### src/rtl/nibble_parity_rx.sv
// Serial receiver for the 4-bit even-parity link: start, d0..d3 (LSB first), parity, stop.
// Reports the nibble with parity/framing error flags on a one-cycle valid pulse.
module nibble_parity_rx #(
  parameter int CLKS_PER_BIT = 4
) (
  input  logic       clk,
  input  logic       rst,
  input  logic       rx,
  output logic [3:0] data,
  output logic       valid,
  output logic       parity_err,
  output logic       frame_err,
  output logic       busy
);

  localparam int CNT_W = $clog2(CLKS_PER_BIT + 1);
  localparam logic [CNT_W-1:0] CNT_LAST = CNT_W'(CLKS_PER_BIT - 1);
  localparam logic [CNT_W-1:0] CNT_HALF = CNT_W'(CLKS_PER_BIT / 2 - 1);

  typedef enum logic [2:0] {IDLE, START, DATA, PARITY, STOP, BREAK} state_t;

  state_t           state;
  state_t           state_nxt;
  logic [CNT_W-1:0] cnt;
  logic [1:0]       bit_idx;
  logic [3:0]       shreg;
  logic             par;
  logic             sample;

  function automatic logic parity_check(input logic [3:0] nib, input logic p);
    return p ^ (^nib);
  endfunction

  // The cycle counter restarts at t0, so the first (start-bit) sample lands
  // half a bit in; every later sample is a full bit after the previous one.
  always_comb begin
    sample    = (state == START) ? (cnt == CNT_HALF) : (cnt == CNT_LAST);
    state_nxt = state;
    unique case (state)
      IDLE:    if (!rx) state_nxt = START;
      START:   if (sample) state_nxt = rx ? IDLE : DATA;
      DATA:    if (sample && bit_idx == 2'd3) state_nxt = PARITY;
      PARITY:  if (sample) state_nxt = STOP;
      STOP:    if (sample) state_nxt = rx ? IDLE : BREAK;
      BREAK:   if (rx) state_nxt = IDLE;
      default: state_nxt = IDLE;
    endcase
  end

  assign busy = (state != IDLE);

  always_ff @(posedge clk) begin
    if (rst) begin
      state      <= IDLE;
      cnt        <= '0;
      bit_idx    <= 2'd0;
      data       <= 4'h0;
      valid      <= 1'b0;
      parity_err <= 1'b0;
      frame_err  <= 1'b0;
    end else begin
      state <= state_nxt;
      valid <= 1'b0;
      if (state == IDLE || state == BREAK || sample) cnt <= '0;
      else cnt <= cnt + 1'b1;
      if (state == START) bit_idx <= 2'd0;
      else if (state == DATA && sample) bit_idx <= bit_idx + 2'd1;
      if (state == STOP && sample) begin
        valid      <= 1'b1;
        data       <= shreg;
        parity_err <= parity_check(shreg, par);
        frame_err  <= ~rx;
      end
    end
  end

  // Assembly registers carry no reset: they are fully rewritten by every frame
  // before they are published.
  always_ff @(posedge clk) begin
    if (state == DATA && sample) shreg[bit_idx] <= rx;
    if (state == PARITY && sample) par <= rx;
  end

endmodule

### config.mk
export PLATFORM = sky130hd
export DESIGN_NAME = nibble_parity_rx
export DESIGN_NICKNAME = d
export VERILOG_FILES = /design/src/rtl/nibble_parity_rx.sv
export SDC_FILE = /design/constraint.sdc
export NUM_CORES = 1
export LEC_CHECK = 0
export BUFFER_PORTS_ARGS = -buffer_cell sky130_fd_sc_hd__buf_2
export CORE_MARGIN = 2
export CORE_UTILIZATION = 41
export DETAILED_ROUTE_END_ITERATION = 10
export SYNTH_ARGS = -nofsm -noshare
export SYNTH_HDL_FRONTEND = slang
export SYNTH_SLANG_ARGS = --single-unit
### constraint.sdc
create_clock -name clk -period 1.5 [get_ports clk]
set_input_delay 0.15 -clock clk [delete_from_list [all_inputs] [get_ports clk]]
set_output_delay 0.15 -clock clk [all_outputs]
set_load 0.1 [all_outputs]
* After elaboration in Yosys (flattened, before gate mapping)
Cells that the tools add are included.
** Operators by class
- $add $sub $neg :: 2
- Multipliers :: 0
- Div/mod/pow operators :: 0
- $lt $le $gt $ge :: 2
- Eq/ne operators :: 14
- Shift-type cells :: 0
- Muxes and demuxes :: 14
- Bitwise gates (word level) :: 2
- Reduce and logical (&&, ||, !) cells :: 13
** Operator list (count)
- $mux 3 :: 7
- $pmux 3 s6 :: 1
- $ne 2x2->1 const B :: 6
- $eq 3x2->1 const B :: 3
- $eq 3x1->1 const B :: 2
- $eq 3x3->1 const B :: 2
- $reduce_and 6->1 :: 1
- $logic_and 1x1->1 :: 5
- $bwmux 4 :: 1
- $reduce_or 2->1 :: 2
- $reduce_xor 4->1 :: 1
- $add 3x1->3 const B :: 1
- $logic_not 3->1 :: 1
- $lt 2x3->1 const B :: 1
- $mux 1 :: 3
- $reduce_bool 3->1 :: 1
- $add 2x1->2 const B :: 1
- $demux 1 s2 :: 1
- $eq 2x2->1 const B :: 1
- $ge 2x1->1 const B :: 1
- $logic_or 1x1->1 :: 2
- $mux 2 :: 1
- $not 1->1 :: 1
- $xor 1x1->1 :: 1
** Storage, ports and cells
- Register bits after elaboration :: 20
- Bits in latches :: 0
- Bits in writable memories :: 0
- Memory bits (read-only) :: 0
- Input port bits :: 3
- Output and inout bits :: 8
- Word-level logic and storage cells :: 56
- Memories :: 0

* Depth between registers and ports, before layout
- Word-level depth :: 5
- Depth in mapped cells :: 5
- Gate-level depth less buffers :: 4

* Least setup slack after synthesis
Ideal clock, no wire load.
- Kind :: reg2out
- Start :: register state[0]
- End :: output port busy
- Arrival time :: 1.290 ns
- Required time :: 1.350 ns
- Path slack :: 0.060 ns
- Cell stages (with the launch flop) :: 3
- Buffers on the path :: 1
- Cells stage by stage :: dfxtp_1 buf_2 or3_1
** Between the ends
- Word-level cells in the longest chain between the ends :: 1
** RTL lines
- start: declaration :: RTL line 22 : state_t state;
- start signal: assignment :: RTL line 62 : state <= state_nxt;
- $reduce_bool 3->1 :: RTL line 50 : assign busy = (state != IDLE);
- end: declaration :: RTL line 13 : output logic busy
No other way between the ends.

* Final worst setup path
- Start :: register state[1]
- End :: output port busy
Same word-level chain as after synthesis.

==> impl_metrics.ini <==
[run_status]
status = completed

[timing]
fmax_ghz = 0.667
tightest_slew_ns = 0.483
period_minus_slack_ns = 1.50
setup-violations-final = 0
hold_slack_ns = 0.174
hold_viol = 0
relSlewSlack = 0.680
tns_ns = 0
timing.final.crit_share = 0.999
skew_ns = 0.00760
slew_violations = 0
rsz0062_at_grt = true

[route]
drt_wl_total_mm = 1.82
wire_per_inst_um = 12.3
viasPerCell = 4.97
via_count = 736
first_iter_violations = 7
ant_nets = 0
drt_pass1_iterations = 4
drc_errors = 0

[clock_network]
htreeDepth = 1
cts_buffers = 3
cts_tree = yes
cts.sinks = 20
holdBufCountCts = 0
clock-root-buffer = clkbuf_4
insertion_delay_ns = 0.31
clk_pin_slew_worst_paths_ns = 0.13
cts_buffer_depth = 2

[critical_path]
crit_fanout = 11
cp.required_ns = 1.35
startpoint_type = register
cp-end-kind = output port
cp.arrival_ns = 1.35
crit_type = reg -> out

[place]
dpl-instance-area_um2 = 1160
port_buffers = 10
gp_congestion = 0.819
hpwl_mm = 1.24

[global_routing]
grt-ovfl-total = 0
grtUsageTotal = 0.145
grt_pass1_vias = 647
grt_start_max_net_pins = 16
antenna_found_initial = 0
grt_pass1_wl_mm = 2.94

[logic_synthesis]
synth_seq_area_share = 0.436
synthArstFlopShare = 0
synth-edff-count = 5
netlist_area_um2 = 1030
postSynthCellCount = 96
synth_flop_cell = dfxtp_1
synth-seq-cells = 20
ys_types = 35
yosysWarnings = 0
syn-num-nets = 104
syn_avg_cell_area_um2 = 10.8

[floorplan]
rows = 18
die_x_um = 54.2
die_area_um2 = 2940
io_pins = 11
core_area_um2 = 2430
start_util = 0.425
die_h_um = 54.2

[min_path]
hp-class = in -> reg

[finish]
fin_nets = 127
layout_commonest_cell = nor2_1
postLayoutCellArea_um2 = 1300
drive_gt1_frac = 0.339
area_growth_pct = 26.2
n_antenna_cell = 0
final_cell_mix = nor2_1 (14), dfxtp_1 (13), mux2i_1 (9), buf_2 (9), buf_4 (9)

[pwr]
p_leak_uw = 0.000579
p_per_area_nw_per_um2 = 953
ir_drop_mv = 0.670

[job]
maxCapViolations = 0
cell families (layout without fill, tap and decap cells):
group                      count (synthesis)  after routing  synth area share
xor gates and xnor gates                   6              6            0.0642
muxes                                      9              9            0.0872
buffers and inverters                     10             32            0.0460
and+or+nand+nor                           36             36             0.218
DFF                                       20             20             0.436
adders and majority gates                  5              5            0.0605
AOI/OAI and AO/OA                         10             10            0.0884
path summary, 6_finish.rpt:
| check | start | end | slack [ns] | cells past startpoint |
|---|---|---|---|---|
| hold / removal | rx | shreg[2] | 0.17 | 1 |
| setup / recovery | state[1] | busy | 0.001 | 3 |
| setup reg to reg | cnt[2] | shreg[3] | 0.05 | 4 |
| hold reg to reg | cnt[0] | cnt[0] | 0.49 | 1 |
stage by stage:
step	util	cells	setup WS, ns	total power (µW)
3_3_place_gp	0.478	139	0.0461	760
3_5_place_dp	0.478	139	0.0303	762
4_1_cts	0.517	145	0.000951	1230
5_1_grt	0.536	148	-0.0364	1290
6_report	0.536	148	0.000961	1240
2_1_floorplan	-	96	0.0602	700
cell type report:
cell class                      count  area, µm²
Fill cell                         215       1130
Multi-Input combinational cell     66        567
Sequential cell                    20        458
Timing Repair Buffer               22        166
Tap cell                           30       37.5
Clock inverter                      1       30.0
Clock buffer                        3       22.5
Inverter                            6       22.5
critical path, cell delays in order (launching register included):
cell	delay, ns
dfxtp_1	0.33
buf_4	0.17
or3_4	0.35
buf_12	0.17
sequential cells by signal, indices dropped and copies added (netlist names):
signal      cells
cnt             3
valid           1
par             1
bit_idx         2
frame_err       1
parity_err      1
shreg           4
data            4
state           3
cell usage after synthesis (2+ instances only):
library cell | instances | area share
and2_1 | 4 | 0.024
buf_2 | 2 | 0.0097
dfxtp_1 | 15 | 0.29
edfxtp_1 | 5 | 0.15
ha_1 | 5 | 0.061
inv_1 | 6 | 0.022
mux2i_1 | 9 | 0.087
nor2_1 | 14 | 0.051
nor3_1 | 5 | 0.024
nor3_2 | 2 | 0.019
o21ai_0 | 2 | 0.0097
xnor2_1 | 3 | 0.025
xor2_1 | 2 | 0.017
metal layers:
layer | part of all wire | vias to the layer above | wire, µm | track usage
met5 | 0 | - | 0 | 0
li1 | - | 375 | - | -
met1 | 0.45 | 345 | 814 | 0.167
met3 | 0.043 | 2 | 79 | 0.0611
met4 | 0.011 | 0 | 20 | 0.0375
met2 | 0.50 | 14 | 909 | 0.245
repair_timing:
item                       4_1_cts  5_1_grt
pin swaps                        1        2
setup endpoints to repair        3        9
buffers inserted                 2        3
resized for setup                8        4
where the power goes:
| part | total, µW | switching (µW) | internal [µW] |
|---|---|---|---|
| clock network | 453 | 183 | 270 |
| logic | 221 | 119 | 102 |
| registers | 568 | 7.44 | 561 |
| total | 1240 | 309 | 933 |
No activity file was read; power rests on OpenSTA's default activity.
